`config.mk`:
```
export PLATFORM = sky130hd
export DESIGN_NAME = max_pool_sequencer
export DESIGN_NICKNAME = d
export VERILOG_FILES = /design/src/rtl/max_pool_sequencer.sv
export SDC_FILE = /design/constraint.sdc
export NUM_CORES = 1
export LEC_CHECK = 0
export ABC_AREA = 1
export CORE_MARGIN = 1.5
export CORE_UTILIZATION = 60
export DETAILED_ROUTE_END_ITERATION = 10
export DONT_BUFFER_PORTS = 1
export PLACE_DENSITY = 0.74
export SLEW_MARGIN = 0
export SYNTH_ARGS = -nofsm -noshare
export SYNTH_HDL_FRONTEND = slang
export SYNTH_SLANG_ARGS = --single-unit
```
`constraint.sdc`:
```
create_clock -name clk -period 8.4 [get_ports clk]
set_input_delay 0.84 -clock clk [delete_from_list [all_inputs] [get_ports clk]]
set_output_delay 0.84 -clock clk [all_outputs]
set_load 0.02 [all_outputs]
```
`src/rtl/max_pool_sequencer.sv`:
```
// max_pool_sequencer: walks an IMG_H x IMG_W feature map in 2x2 stride-2
// windows. For each window it reads four pixels, hands them to the 4-input
// max-pooling unit, waits for its answer and writes it to the output buffer.
// Optional WAIT watchdog: define MAXPOOL_SEQ_TIMEOUT_EN to enable it.
// With the watchdog, TIMEOUT WAIT cycles without pool_done force a zero
// write and set the sticky err flag.
module max_pool_sequencer #(
  parameter int DATA_W  = 22,
  parameter int IMG_W   = 4,
  parameter int IMG_H   = 4,
  parameter int ADDR_W  = 8,
  parameter int TIMEOUT = 16
) (
  input  logic              clk,
  input  logic              rst_n,
  input  logic              start,
  output logic              busy,
  output logic              done,
  output logic              rd_en,
  output logic [ADDR_W-1:0] rd_addr,
  input  logic [DATA_W-1:0] rd_data,
  output logic [DATA_W-1:0] pool_in1,
  output logic [DATA_W-1:0] pool_in2,
  output logic [DATA_W-1:0] pool_in3,
  output logic [DATA_W-1:0] pool_in4,
  output logic              pool_enable,
  input  logic [DATA_W-1:0] pool_out,
  input  logic              pool_done,
  output logic              wr_en,
  output logic [ADDR_W-1:0] wr_addr,
  output logic [DATA_W-1:0] wr_data,
  output logic              err
);

  typedef enum logic [3:0] {
    S_IDLE, S_RD0, S_RD1, S_RD2, S_RD3, S_LAST, S_ISSUE, S_WAIT, S_WRITE, S_FIN
  } state_t;

  localparam logic [ADDR_W-1:0] W_A   = ADDR_W'(IMG_W);
  localparam logic [ADDR_W-1:0] H_A   = ADDR_W'(IMG_H);
  localparam logic [ADDR_W-1:0] HW_A  = ADDR_W'(IMG_W / 2);
  localparam logic [ADDR_W-1:0] ONE_A = ADDR_W'(1);
  localparam logic [ADDR_W-1:0] TWO_A = ADDR_W'(2);
  localparam logic [ADDR_W-1:0] W1_A  = ADDR_W'(IMG_W + 1);

  state_t              state_q;
  logic [ADDR_W-1:0]   r_q, c_q;
  logic                busy_q, done_q, rd_en_q, pool_enable_q, wr_en_q;
  logic [ADDR_W-1:0]   rd_addr_q, wr_addr_q;
  logic [DATA_W-1:0]   pool_in1_q, pool_in2_q, pool_in3_q, pool_in4_q, wr_data_q;

  // Window arithmetic: current base/output index and the next window origin.
  logic [ADDR_W-1:0]   base, out_idx, c_step, r_d, c_d, next_base;
  logic                last_win;

`ifdef MAXPOOL_SEQ_TIMEOUT_EN
  localparam logic [15:0] WAIT_LAST = 16'(TIMEOUT - 1);
  logic [15:0] wait_cnt_q;
  logic        err_q;
`endif

  // Derive addresses of the current window and where the walk goes next.
  always_comb begin
    base      = r_q * W_A + c_q;
    out_idx   = (r_q >> 1) * HW_A + (c_q >> 1);
    c_step    = c_q + TWO_A;
    r_d       = r_q;
    c_d       = c_step;
    last_win  = 1'b0;
    if (c_step == W_A) begin
      c_d      = '0;
      r_d      = r_q + TWO_A;
      last_win = (r_d == H_A);
    end
    next_base = r_d * W_A + c_d;
  end

  // Sequencer FSM; every output is registered and aligned with its state.
  always_ff @(posedge clk) begin
    if (!rst_n) begin
      state_q       <= S_IDLE;
      r_q           <= '0;
      c_q           <= '0;
      busy_q        <= 1'b0;
      done_q        <= 1'b0;
      rd_en_q       <= 1'b0;
      rd_addr_q     <= '0;
      pool_enable_q <= 1'b0;
      pool_in1_q    <= '0;
      pool_in2_q    <= '0;
      pool_in3_q    <= '0;
      pool_in4_q    <= '0;
      wr_en_q       <= 1'b0;
      wr_addr_q     <= '0;
      wr_data_q     <= '0;
`ifdef MAXPOOL_SEQ_TIMEOUT_EN
      wait_cnt_q    <= '0;
      err_q         <= 1'b0;
`endif
    end else begin
      rd_en_q       <= 1'b0;
      pool_enable_q <= 1'b0;
      wr_en_q       <= 1'b0;
      done_q        <= 1'b0;
      case (state_q)
        S_IDLE: begin
          if (start) begin
            r_q       <= '0;
            c_q       <= '0;
            busy_q    <= 1'b1;
            rd_en_q   <= 1'b1;
            rd_addr_q <= '0;
            state_q   <= S_RD0;
          end
        end
        S_RD0: begin
          rd_en_q   <= 1'b1;
          rd_addr_q <= base + ONE_A;
          state_q   <= S_RD1;
        end
        S_RD1: begin
          pool_in1_q <= rd_data;
          rd_en_q    <= 1'b1;
          rd_addr_q  <= base + W_A;
          state_q    <= S_RD2;
        end
        S_RD2: begin
          pool_in2_q <= rd_data;
          rd_en_q    <= 1'b1;
          rd_addr_q  <= base + W1_A;
          state_q    <= S_RD3;
        end
        S_RD3: begin
          pool_in3_q <= rd_data;
          state_q    <= S_LAST;
        end
        S_LAST: begin
          pool_in4_q    <= rd_data;
          pool_enable_q <= 1'b1;
          state_q       <= S_ISSUE;
        end
        S_ISSUE: begin
`ifdef MAXPOOL_SEQ_TIMEOUT_EN
          wait_cnt_q <= '0;
`endif
          state_q <= S_WAIT;
        end
        S_WAIT: begin
          if (pool_done) begin
            wr_data_q <= pool_out;
            wr_addr_q <= out_idx;
            wr_en_q   <= 1'b1;
            state_q   <= S_WRITE;
          end
`ifdef MAXPOOL_SEQ_TIMEOUT_EN
          else if (wait_cnt_q == WAIT_LAST) begin
            wr_data_q <= '0;
            wr_addr_q <= out_idx;
            wr_en_q   <= 1'b1;
            err_q     <= 1'b1;
            state_q   <= S_WRITE;
          end else begin
            wait_cnt_q <= wait_cnt_q + 16'd1;
          end
`endif
        end
        S_WRITE: begin
          r_q <= r_d;
          c_q <= c_d;
          if (last_win) begin
            done_q  <= 1'b1;
            state_q <= S_FIN;
          end else begin
            rd_en_q   <= 1'b1;
            rd_addr_q <= next_base;
            state_q   <= S_RD0;
          end
        end
        S_FIN: begin
          busy_q  <= 1'b0;
          state_q <= S_IDLE;
        end
        default: state_q <= S_IDLE;
      endcase
    end
  end

  assign busy        = busy_q;
  assign done        = done_q;
  assign rd_en       = rd_en_q;
  assign rd_addr     = rd_addr_q;
  assign pool_in1    = pool_in1_q;
  assign pool_in2    = pool_in2_q;
  assign pool_in3    = pool_in3_q;
  assign pool_in4    = pool_in4_q;
  assign pool_enable = pool_enable_q;
  assign wr_en       = wr_en_q;
  assign wr_addr     = wr_addr_q;
  assign wr_data     = wr_data_q;

`ifdef MAXPOOL_SEQ_TIMEOUT_EN
  assign err = err_q;
`else
  // No watchdog: err folds to constant 0 for any legal TIMEOUT.
  assign err = (TIMEOUT < 0);
`endif

endmodule

```
==> summary by stage, run 1 <==
Pwr
The ratio of total power to cell area is 238 nW/um^2. For this design the static power due to leakage is 3.05 nW. The maximum ir drop on the vdd rail is 0.186 mV.

Synthesis
The warning count from the yosys run is 0. The gate count of the mapped netlist is 906. The synthesized flop and latch total is 150. After synthesis the cells add up to 6620 sq um. The proportion of synthesized flip-flops having asynchronous set or reset is 0%.

After Yosys synthesis, full adders, half adders and majority gates account for 4.39% of the synthesized area. The synthesized netlist contains 41 unique library cells. The number of flops mapped to enable cells by yosys is 0. The most common flop cell mapped by yosys is dfxtp_1. After synthesis, the largest family of logic cells by area is simple AND/OR/NAND/NOR gates. The share of cell area taken by muxes after synthesis is 0.151%. After synthesis, flip-flops and latches occupy 45.4% of the total area. The area share of xor/xnor cells in the synthesized design is 1.83%. The average instance in the mapped netlist occupies 7.30 sq um.

Of the total synthesized cell area, the portion taken by AND, OR, NAND and NOR gates is 27.7%. Summing the areas of all compound-gate instances in the mapped netlist gives 14.3% of the synthesized area.

Timing
Setup repair after global routing left no endpoint under its margin. The normalized max-slew margin is 31.7%. The clock tree skew after final layout is 0.00623 ns. The final hold violation count is 0. The worst path in the final design needs a cycle of 3.09 ns, including I/O delays and setup. The number of pins with negative max-slew slack in the final report is 0. Derived from the worst setup path, the maximum achievable clock frequency is 0.324 GHz. The post-route fraction of the period consumed by the critical path is 36.8%. The summed negative setup slack over all endpoints is 0 ns. Setup violations remaining at the end of the flow were counted as 0.

At the pin with the least slew margin, the transition time is 1.02 ns.

Setup path
The largest fanout on the critical path is 9. The number of cells on the worst reg-to-reg path is 18. STA puts the critical path data arrival time at 3.50 ns. The origin of the critical flop-to-flop path is c_q[2]$_SDFFE_PN0P_. The stage delay of the slowest cell on the critical path is 0.52 ns. The required arrival time at the worst endpoint is 8.81 ns. The reg-to-reg endpoint is rd_addr[7]$_SDFFE_PN0P_.

The endpoint type of the worst setup path is a flip-flop. STA classifies the critical path startpoint as a flip-flop. The most repeated library cell on the critical path is nand2_1. The setup slack of the most critical reg-to-reg path is 5.31 ns. The classification of the worst setup path is reg -> reg. The slowest stage of the critical path belongs to the cell dfxtp_1. Traced cell by cell, the critical path runs through ha_1, inv_1, nand2_1, nand2_2, nor2_4, nand3_2, nor2_8, mux2i_1, ha_1, a21o_1, o21ai_0, nand2_1, inv_1, nand3_1, nand3_1, nand2_1, nand2_1, a21oi_2.

Finish
The final-layout fill cell count is 934. The number of inserted diodes is 0. From synthesis to final layout, the design area changed by 9.89%. Summing all flip-flop and latch instances after layout gives 3000 sq um. The finished cells cover 7270 sq um. For this run, the post-layout net count is 955. The share of layout cells above drive strength 1 is 6.57%. The multi-input combinational cells in the finished layout cover a total of 3210 sq um. The finished layout holds 1038 standard cells, fillers aside.

Clocking
The clock tree buffer depth is 2. Gates resized during post-CTS repair numbered 0. The H-tree was split into 4 levels.

Once the clock tree was built, the setup fixing pass inserted 0 buffers. The number of hold buffers added after CTS was 0. The cell sitting at the root of the clock tree is a clkbuf_8. TritonCTS built the clock tree. The total CTS buffers is 17. The clock transition at the registers of the reported paths is 0.06 ns. For the worst-skew pair, the clock arrives at the later sink with an insertion delay of 0.53 ns. The clock drives 150 sinks.

Route
In this run, the number of DRC markers left after iteration 0 of detailed routing was 334. The total detailed-routing wirelength is 17.1 mm. The remaining antenna violation count is 0.

In the final routed layout, each cell accounts on average for 16.5 microns. The count of TritonRoute iterations in the first routing pass is 5. The detailed-route DRC error count is 0.

Using the TritonRoute via totals, the vias-per-cell ratio works out to 5.64. The count of vias placed by the detailed router is 5857.

Global route
Entering global routing, the biggest net connects 94 pins. Global routing used 29.6% of the available tracks across all layers. The number of antenna violations at the first check in global routing is 0. The total overflow left after global routing is 0.

The first global-routing pass estimated 27.1 mm of wire. The via count of the first global-routing pass is 5602.

Floorplanning
The die is 108 microns tall. The placement row count is 38. Pin placement for this block handled 180 I/O pins.

The area enclosed by the die boundary is 11700 sq um. The starting density of the core is 61.3%. The horizontal die dimension is 108 microns. After floorplanning, the core was sized to cover 10800 sq um.

Place
In this run the tool buffered the top-level ports with 0 buffer cells. Once placement completed, the tool counted placed cells totaling 1006. The half-perimeter wire length of the detailed placement result is 12.0 mm. The placed cell area is 6640 sq um. The congestion estimate from routability-driven global placement came to 0.951.

Hold path
The worst min-delay path startpoint is rst_n. The class of the tightest hold or removal check is in -> reg. The worst hold path passes through 2 cells.

The destination of the worst hold path is wr_addr[7]$_SDFFE_PN0P_.

Run
Across the run, the number of max-cap violations was 0.

Outcome
The flow ran to the end, and the final reports show no timing, DRC or antenna violations.
[state kept, by name (all words and copies together) (netlist names), 8 cells and up]
name,flops
c_q,8
wr_data,22
pool_in4,22
pool_in3,22
pool_in2,22
pool_in1,22
wr_addr,8
rd_addr,8
[Yosys cell counts (all sizes together), types with 3 or more instances]
library cell	number	area share, %
clkbuf	39	2.2
o211ai	3	0.34
inv	59	3.3
xnor2	3	0.40
nor2	213	13
nand4	4	0.38
or2	3	0.28
nand3	69	5.4
nand2	137	8.3
dfxtp	150	45
o21ai	105	8.0
clkinv	3	0.17
a21oi	65	5.0
xor2	10	1.4
nand3b	3	0.34
ha	20	3.8
buf	5	0.43
[stage by stage]
| step | setup WS [ns] | total power, mW | hold WS (ns) | util (%) |
|---|---|---|---|---|
| floorplan | 5.67 | 0.915 | 0.477 | - |
| global placement | 5.44 | 0.937 | 0.508 | 61.5 |
| detailed placement | 5.34 | 0.942 | 0.517 | 61.5 |
| CTS | 5.33 | 1.74 | 0.412 | 67.4 |
| global route | 5.04 | 1.79 | 0.433 | 67.4 |
| finish | 5.31 | 1.73 | 0.440 | 67.4 |
[report_power, final]
| part | total, mW | leakage (nW) | internal [mW] | switching [mW] |
|---|---|---|---|---|
| Combinational | 0.105 | 1.52 | 0.0310 | 0.0740 |
| Sequential | 0.823 | 1.22 | 0.750 | 0.0726 |
| Clock | 0.804 | 0.309 | 0.507 | 0.296 |
[cell families (layout without fill, tap and decap cells)]
logic type                 count (synthesis)  in the layout
and+or+nand+nor                          432            432
AOI/OAI and AO/OA                        181            181
DFF                                      150            150
buffers and inverters                    106             97
adders and majority gates                 22             22
xor gates and xnor gates                  13             13
other                                      1              2
muxes                                      1              1
[worst max-delay path: cells and delay by family (launching register included)]
family / cells / cell delay (ns)
fa+ha+maj: 2 / 0.62
simple gates: 10 / 1.03
buf+inv: 2 / 0.12
flops: 1 / 0.52
compound gates: 3 / 0.42
mux: 1 / 0.27
[how the worst max path moves through the flow]
stage | start | endpoint | slack [ns]
2_1_floorplan | c_q[2]$_SDFFE_PN0P_ | rd_addr[7]$_SDFFE_PN0P_ | 5.67
3_3_place_gp | c_q[2]$_SDFFE_PN0P_ | rd_addr[7]$_SDFFE_PN0P_ | 5.44
3_5_place_dp | c_q[2]$_SDFFE_PN0P_ | rd_addr[7]$_SDFFE_PN0P_ | 5.34
4_1_cts | c_q[2]$_SDFFE_PN0P_ | rd_addr[7]$_SDFFE_PN0P_ | 5.33
5_1_grt | c_q[2]$_SDFFE_PN0P_ | rd_addr[7]$_SDFFE_PN0P_ | 5.04
6_report | c_q[2]$_SDFFE_PN0P_ | rd_addr[7]$_SDFFE_PN0P_ | 5.31
[per-layer routing]
layer  part of all wire [%]  vias to the layer above  wire (microns)  track usage, %
met3                    7.5                       35            1280            9.95
li1                       -                     2892               -               -
met2                     51                      192            8720            51.2
met1                     40                     2738            6800            33.5
met4                    2.0                        0             337            11.9
met5                      0                        -               0               0
[placed cells by master (no fill, tap or decap), types with 3 or more instances in the layout]
cell type	synthesis	routed
xor2_1	9	9
a21oi_1	64	64
nand4_1	4	4
clkinv_1	3	3
dfxtp_1	150	150
nand2_2	7	7
clkbuf_8	0	4
ha_1	20	20
inv_1	57	57
bufinv_16	0	4
nor2_4	4	4
nand2_1	128	128
buf_4	2	3
clkinv_2	0	3
nand3b_1	3	3
o21ai_0	101	101
nand3_1	67	67
o21ai_1	3	3
xnor2_1	3	3
nor2_1	206	206
o211ai_1	3	3
clkbuf_16	0	16
[final cells by class]
class / count / share of cell area (%)
multi-input cells: 651 / 44.1
flip-flops and latches: 150 / 41.3
clock buffers: 21 / 6.32
inverters: 62 / 3.20
well taps: 140 / 2.41
clock inverters: 11 / 2.32
repair buffers: 3 / 0.310
No activity file was read; power rests on OpenSTA's default activity.
==> inputs of run 2 (changes only) <==
==> constraint.sdc (replaced) <==
create_clock -name clk -period 3.2 [get_ports clk]
set_input_delay 0.32 -clock clk [delete_from_list [all_inputs] [get_ports clk]]
set_output_delay 0.32 -clock clk [all_outputs]
set_load 0.02 [all_outputs]
==> run 2 against run 1 <==
Final cell count is 5.8% higher. Critical path depth down 1. Worst setup slack got worse by 5.0 ns. Critical path type unchanged. Largest power group unchanged.
==> summary by stage, run 2 (synthesis results as in run 1) <==
Setup path
Walking the worst path, the cells encountered are inv_2, nand2_1, nand2_2, nor2_4, nand3_2, nor2_8, mux2i_1, ha_1, a21o_1, o21ai_0, nand2_1, inv_1, nand3_1, nand3_1, nand2_1, nand2_1, a21oi_2. The most numerous cell type found on the critical path is nand2_1. The required arrival time at the worst endpoint is 3.63 ns (-5.18 ns). The endpoint type of the worst setup path is a flip-flop. The number of cells on the worst reg-to-reg path is 17 (-1). The setup slack of the most critical reg-to-reg path is 0.33 ns (-4.99 ns). The critical path is of the reg -> reg type. In this run the critical register-to-register path is captured at rd_addr[7]$_SDFFE_PN0P_.

The worst register-to-register path begins at c_q[3]$_SDFFE_PN0P_. The largest fanout on the critical path is 11 (+2). The worst setup path is launched from a flip-flop. The data arrival time at the worst-slack endpoint is 3.30 ns (-0.20 ns). The stage delay of the slowest cell on the critical path is 0.55 ns (+0.03 ns). On the critical path, the stage with the largest delay is an instance of dfxtp_1.

Finish
The non-filler instance count after layout is 1098 (+5.8%). Leaving out fill and tap cells, the most frequent cell in the layout is nor2_1. The post-route standard cell area excluding fillers is 7830 sq um (+7.7%). The area overhead of the layout relative to synthesis is 18.3%.

The number of inserted diodes is 0 (unchanged). Leaving out fill and tap cells, the most frequent cells in the layout are nor2_1 (206), dfxtp_1 (150), nand2_1 (128). The net count of the finished layout is 1016 (+6.4%). The share of layout cells above drive strength 1 is 6.89% (+0.32 points).

Route
The remaining antenna violation count is 0 (unchanged). The total length of routed met3 wires is 1.51 mm (+18%). The detailed-route DRC error count came to 0 (unchanged). Signal routing reaches up to met4.

The total detailed-routing wirelength is 19.0 mm (+11%). The number of vias per cell after detailed routing was 5.71 (+1.2%). The number of DRC markers after the initial detailed-route iteration was 405 (+21%). The count of vias placed by the detailed router came to 6272 (+7.1%). The total met2 wirelength after detailed routing was 9.67 mm (+11%).

The average wire per cell in the routed design is 17.3 microns (+5.0%). The count of TritonRoute iterations in the first routing pass is 5 (unchanged). The met1 routed wirelength after detailed routing is 7.32 mm (+7.6%).

Place
The final weighted congestion in routability-driven placement came to 0.913 (-4.0%). The number of buffers inserted by port buffering was 0 (unchanged). The half-perimeter wire length of the detailed placement result was 12.1 mm (+1.3%). The cell total after placement came to 1014 (+0.80%).

The placed cell area is 6700 sq um (+0.90%).

Floorplanning
The number of placed I/O pins is 180 (unchanged). The core box area is 10800 sq um (unchanged). The placement row count came to 38 (unchanged). The starting density of the core was 61.3% (unchanged). The area enclosed by the die boundary is 11700 sq um (unchanged). The horizontal die dimension came to 108 microns (unchanged). The chip height is 108 microns (unchanged).

Hold path
The worst min-delay path startpoint is pool_done. The min-delay analysis places its worst path in the category in -> reg. The path with the worst hold slack has its endpoint at state_q[2]$_SDFFE_PN0P_. The cell depth of the worst hold path is 2 (unchanged).

Outcome
The flow ran to the end, and the final reports show no timing, DRC or antenna violations.

Global route
The via count of the first global-routing pass was 6118 (+9.2%). The total routing resource utilization after global routing is 32.8% (+3.2 points). The number of antenna violations at the first check in global routing is 0 (unchanged).

The global-route congestion overflow total is 0 (unchanged). The wire length of the first global-routing pass was 29.6 mm (+9.4%). The maximum number of pins on one net before global-route repair is 92 (-2.1%).

Timing
Setup repair after global routing left no endpoint under its margin. The highest achievable clock rate is 0.348 GHz (+7.5%). The number of setup violations in the final report is 0 (unchanged). The number of pins with negative max-slew slack in the final report came to 0 (unchanged). The normalized max-slew margin is 43.8% (+12 points).

The post-route fraction of the period consumed by the critical path is 89.8% (+53 points). The summed negative setup slack over all endpoints is 0 ns (unchanged). The final hold violation count is 0 (unchanged). The clock period minus final worst setup slack is 2.87 ns (-0.214 ns). The clock tree skew after final layout is 0.0141 ns (+0.00786 ns). The slew at the pin closest to its max-slew limit was 0.842 ns (-0.180 ns).

Pwr
The post-layout total power is 4.50 mW (+160%). The ratio of total power to cell area is 575 nW/um^2 (+140%). The maximum ir drop on the vdd rail came to 0.518 mV (+180%). The static leakage is 3.27 nW (+7.4%).

Clocking
The total CTS buffers is 17 (unchanged). The clock tree buffer depth came to 2 (unchanged). The number of H-tree levels came to 4 (unchanged). The later-pin clock latency in the skew report is 0.54 ns (about the same). The number of instances resized during post-cts repair was 0 (unchanged). Clock tree synthesis selected as its root buffer the cell clkbuf_8. The clock tree from TritonCTS is done. The clock sink total is 150 (unchanged). The clock transition at the registers of the reported paths is 0.07 ns (about the same).

Run
The count of max-cap constraint violations came to 0 (unchanged).
-- run 2: changes by cell type in the layout (fill, tap and decap cells not counted) --
cell,previous run,this run
clkinv_4,1,2
buf_4,3,11
buf_16,0,1
dlygate4sd3_1,0,52
inv_6,2,3
clkinv_2,3,1
clkbuf_1,1,2
bufinv_16,4,2
-- run 2: worst max-delay path by stage --
stage	startpoint	cells after the start	endpoint	slack, ns
after global placement	c_q[2]$_SDFFE_PN0P_	18	rd_addr[7]$_SDFFE_PN0P_	0.46
after detailed placement	c_q[2]$_SDFFE_PN0P_	18	rd_addr[7]$_SDFFE_PN0P_	0.36
after global routing	c_q[2]$_SDFFE_PN0P_	22	rd_addr[7]$_SDFFE_PN0P_	0.06
after floorplan	c_q[2]$_SDFFE_PN0P_	18	rd_addr[7]$_SDFFE_PN0P_	0.47
after CTS	c_q[2]$_SDFFE_PN0P_	18	rd_addr[7]$_SDFFE_PN0P_	0.35
final	c_q[3]$_SDFFE_PN0P_	17	rd_addr[7]$_SDFFE_PN0P_	0.33
-- run 2: per-layer routing --
metal	track usage (%)	vias to the layer above
met3	11.9	48
met1	36.0	2943
met4	13.5	0
met5	0	-
met2	57.4	259
li1	-	3022
-- run 2: timing repair --
item | in CTS | in global routing
hold buffers | 53 | 0
buffers inserted | 0 | 0
hold endpoints to repair | 117 | 0
-- run 2: area by class of cell --
type / count / area, sq um
clock buffers: 22 / 463
clock inverters: 9 / 116
fillers: 864 / 2960
inverters: 62 / 233
multi-input cells: 651 / 3210
flip-flops and latches: 150 / 3000
well taps: 140 / 175
repair buffers: 64 / 631
-- run 2: critical path: cells and delay by family, from the launching register on --
| kind | cells | cell delay, ns |
|---|---|---|
| simple gates | 10 | 1.05 |
| flops | 1 | 0.55 |
| compound gates | 3 | 0.41 |
| fa+ha+maj | 1 | 0.30 |
| mux | 1 | 0.27 |
| buf+inv | 2 | 0.16 |
-- run 2: power breakdown --
part / leakage [nW] / internal (mW) / total [mW] / switching, mW
combinational: 1.77 / 0.127 / 0.368 / 0.241
sequential: 1.22 / 1.97 / 2.16 / 0.191
clock: 0.282 / 1.18 / 1.97 / 0.796
total: 3.27 / 3.27 / 4.50 / 1.23
-- run 2: metrics by stage --
stage | hold slack (ns) | worst slack (ns) | util [%]
5_1_grt | 0.00420 | 0.0596 | 72.5
3_5_place_dp | 0.433 | 0.357 | 62.1
4_1_cts | 0.0126 | 0.350 | 72.5
3_3_place_gp | 0.429 | 0.461 | 62.1
6_report | 0.0244 | 0.326 | 72.5
2_1_floorplan | 0.455 | 0.466 | -
==> inputs of run 3 (changes only) <==
--- a/config.mk
+++ b/config.mk
@@ -10,8 +10,8 @@
 export CORE_UTILIZATION = 60
 export DETAILED_ROUTE_END_ITERATION = 10
 export DONT_BUFFER_PORTS = 1
+export HOLD_SLACK_MARGIN = 0.15
 export PLACE_DENSITY = 0.74
-export SLEW_MARGIN = 0
 export SYNTH_ARGS = -nofsm -noshare
 export SYNTH_HDL_FRONTEND = slang
 export SYNTH_SLANG_ARGS = --single-unit
==> run 3 against run 2 <==
Combinational power is essentially flat. Core utilization grew 0.093 points. Total power shrank 0.17%. Final cell count is essentially flat. Largest cell class unchanged. Largest power group unchanged.
==> summary by stage, run 3 (synthesis results as in run 1) <==
Place
The number of buffers inserted by port buffering is 0 (unchanged). The placed cell area is 6700 sq um (unchanged). The half-perimeter wire length of the detailed placement result came to 12.1 mm (unchanged). The final weighted congestion in routability-driven placement is 0.913 (unchanged).

Setup path
The required arrival time at the worst endpoint is 3.68 ns (+0.05 ns). STA classifies the critical path startpoint as a flip-flop. The number of buffers and inverters on the critical path is 4 (+2). The stage delay of the slowest cell on the critical path was 0.58 ns (+0.03 ns).

The setup slack of the most critical reg-to-reg path was 0.31 ns (about the same). The largest fanout on the critical path was 8 (-3). The standard cell with the maximum stage delay on the critical path is dfxtp_1.

Traced cell by cell, the critical path runs through ha_1, inv_1, fa_1, o21ai_0, a21oi_1, inv_1, a21oi_1, xor2_1, o21ai_0, nand2_1, dlygate4sd3_1, inv_1. The cell family with the largest share of critical-path delay is buffers and inverters. The endpoint type of the worst setup path is a flip-flop. The classification of the worst setup path is reg -> reg.

The data arrival time at the worst-slack endpoint is 3.37 ns (+0.07 ns). The most repeated library cell on the critical path is inv_1.

Floorplanning
The placement row count came to 38 (unchanged). The starting density of the core is 61.3% (unchanged). The number of placed I/O pins is 180 (unchanged).

The core box area is 10800 sq um (unchanged). The area enclosed by the die boundary is 11700 sq um (unchanged). The chip height is 108 microns (unchanged). The horizontal die dimension is 108 microns (unchanged).

Run
The count of max-cap constraint violations came to 0 (unchanged).

Global route
The maximum number of pins on one net before global-route repair is 93 (+1.1%). The global-route congestion overflow total was 0 (unchanged). The wire length of the first global-routing pass is 29.6 mm (-0.14%). The number of antenna violations at the first check in global routing is 0 (unchanged).

The via count of the first global-routing pass was 6108 (-0.16%). The total routing resource utilization after global routing is 32.6% (-0.19 points).

Timing
The post-route fraction of the period consumed by the critical path is 90.2% (+0.41 points). The clock period minus final worst setup slack came to 2.89 ns (+0.0132 ns). The number of setup violations in the final report is 0 (unchanged). Setup repair after global routing left no endpoint under its margin. The summed negative setup slack over all endpoints is 0 ns (unchanged). The normalized max-slew margin is 44.9% (+1.1 points). The highest achievable clock rate came to 0.346 GHz (-0.46%).

The number of pins with negative max-slew slack in the final report is 0 (unchanged). The final hold violation count is 0 (unchanged). The slew at the pin closest to its max-slew limit was 0.825 ns (-0.0169 ns). The clock tree skew after final layout was 0.00515 ns (-0.00894 ns).

Finish
Relative to the synthesized area, the layout overhead comes to 18.5%. The top cell types in the final layout, fill and taps aside, are nor2_1 (206), dfxtp_1 (150), nand2_1 (128). The net count of the finished layout is 1017 (+0.098%). The share of the core filled with cells in the final layout came to 72.6% (+0.093 points).

The number of inserted diodes is 0 (unchanged). The footprint of the flip-flops and latches is 3000 sq um (unchanged). The most common cell after layout, fill and taps aside is nor2_1.

The area of the multi-input gates is 3210 sq um (unchanged). The post-route standard cell area excluding fillers is 7840 sq um (+0.13%). The share of layout cells above drive strength 1 is 6.88% (-0.0072 points). The final-layout fill cell count is 858 (-0.69%).

Pwr
The maximum ir drop on the vdd rail is 0.524 mV (+1.1%). The static leakage is 3.27 nW (about the same). The ratio of total power to cell area is 573 nW/um^2 (-0.30%). The post-layout total power was 4.49 mW (-0.17%).

Clocking
The number of instances resized during post-cts repair was 0 (unchanged). The number of setup buffers added after CTS came to 0 (unchanged). The clock tree buffer depth is 2 (unchanged). The clock sink total is 150 (unchanged). TritonCTS built the clock tree. The total CTS buffers is 17 (unchanged). In this run the clock root is driven by a clkbuf_8. The clock transition at the registers of the reported paths was 0.06 ns (about the same).

The later-pin clock latency in the skew report was 0.54 ns (about the same). The number of H-tree levels is 4 (unchanged).

Outcome
The run finished with clean final reports.

Route
The number of vias per cell after detailed routing came to 5.75 (+0.61%). The count of TritonRoute iterations in the first routing pass is 5 (unchanged). The average wire per cell in the routed design is 17.2 microns (-0.81%). The remaining antenna violation count came to 0 (unchanged). The number of DRC markers after the initial detailed-route iteration was 449 (+11%). The detailed-route DRC error count was 0 (unchanged).

The total detailed-routing wirelength came to 18.9 mm (-0.72%). The count of vias placed by the detailed router is 6316 (+0.70%).

Hold path
The class of the tightest hold or removal check is in -> reg.
## run 3: changes by cell type in the layout (fill, tap and decap cells not counted)
cell           delta
dlygate4sd3_1     +1
## run 3: worst paths after layout
check	endpoint	cells past startpoint	from
worst max-delay path	wr_addr[7]$_SDFFE_PN0P_	12	r_q[1]$_SDFFE_PN0P_
worst min-delay path	pool_in4[18]$_SDFFE_PN0P_	3	rst_n
worst min register to register	r_q[7]$_SDFFE_PN0P_	2	r_q[7]$_SDFFE_PN0P_
worst max register to register	wr_addr[7]$_SDFFE_PN0P_	12	r_q[1]$_SDFFE_PN0P_
## run 3: cell type report
| cell class | instances | share of cell area [%] |
|---|---|---|
| multi-input cells | 651 | 40.9 |
| flip-flops and latches | 150 | 38.3 |
| repair buffers | 65 | 8.17 |
| clock buffers | 22 | 5.91 |
| inverters | 62 | 2.97 |
| well taps | 140 | 2.23 |
| clock inverters | 9 | 1.48 |
## run 3: where the power goes
| part | internal (mW) | switching (mW) | total [mW] |
|---|---|---|---|
| Combinational | 0.127 | 0.240 | 0.367 |
| Sequential | 1.97 | 0.192 | 2.16 |
| Clock | 1.18 | 0.789 | 1.97 |
## run 3: per-stage QoR
| stage | setup slack (ns) | std cells | hold slack [ns] |
|---|---|---|---|
| floorplan | 0.466 | 907 | 0.455 |
| global placement | 0.461 | 1014 | 0.429 |
| detailed placement | 0.357 | 1014 | 0.433 |
| CTS | 0.350 | 1099 | 0.155 |
| global route | 0.0593 | 1099 | 0.190 |
| finish | 0.313 | 1099 | 0.171 |
## run 3: repair_timing
item                                   4_1_cts  5_1_grt
setup endpoints to repair                    0        0
hold buffers                                54        0
endpoints found under the hold margin      120        0
## run 3: worst reg2reg max path: cells and delay by family, from the launching register on
kind / cells / cell delay [ns]
buffers and inverters: 4 / 0.75
adders and majority gates: 2 / 0.66
DFF: 1 / 0.58
and+or+nand+nor: 1 / 0.07
AOI/OAI and AO/OA: 4 / 0.64
xor gates and xnor gates: 1 / 0.14
## run 3: layer usage
| metal | track usage, % | vias up | routed length, microns |
|---|---|---|---|
| met5 | 0 | - | 0 |
| met4 | 12.5 | 0 | 529 |
| met3 | 11.6 | 52 | 1490 |
| met2 | 57.1 | 245 | 9710 |
| met1 | 36.3 | 2995 | 7160 |
| li1 | - | 3024 | - |
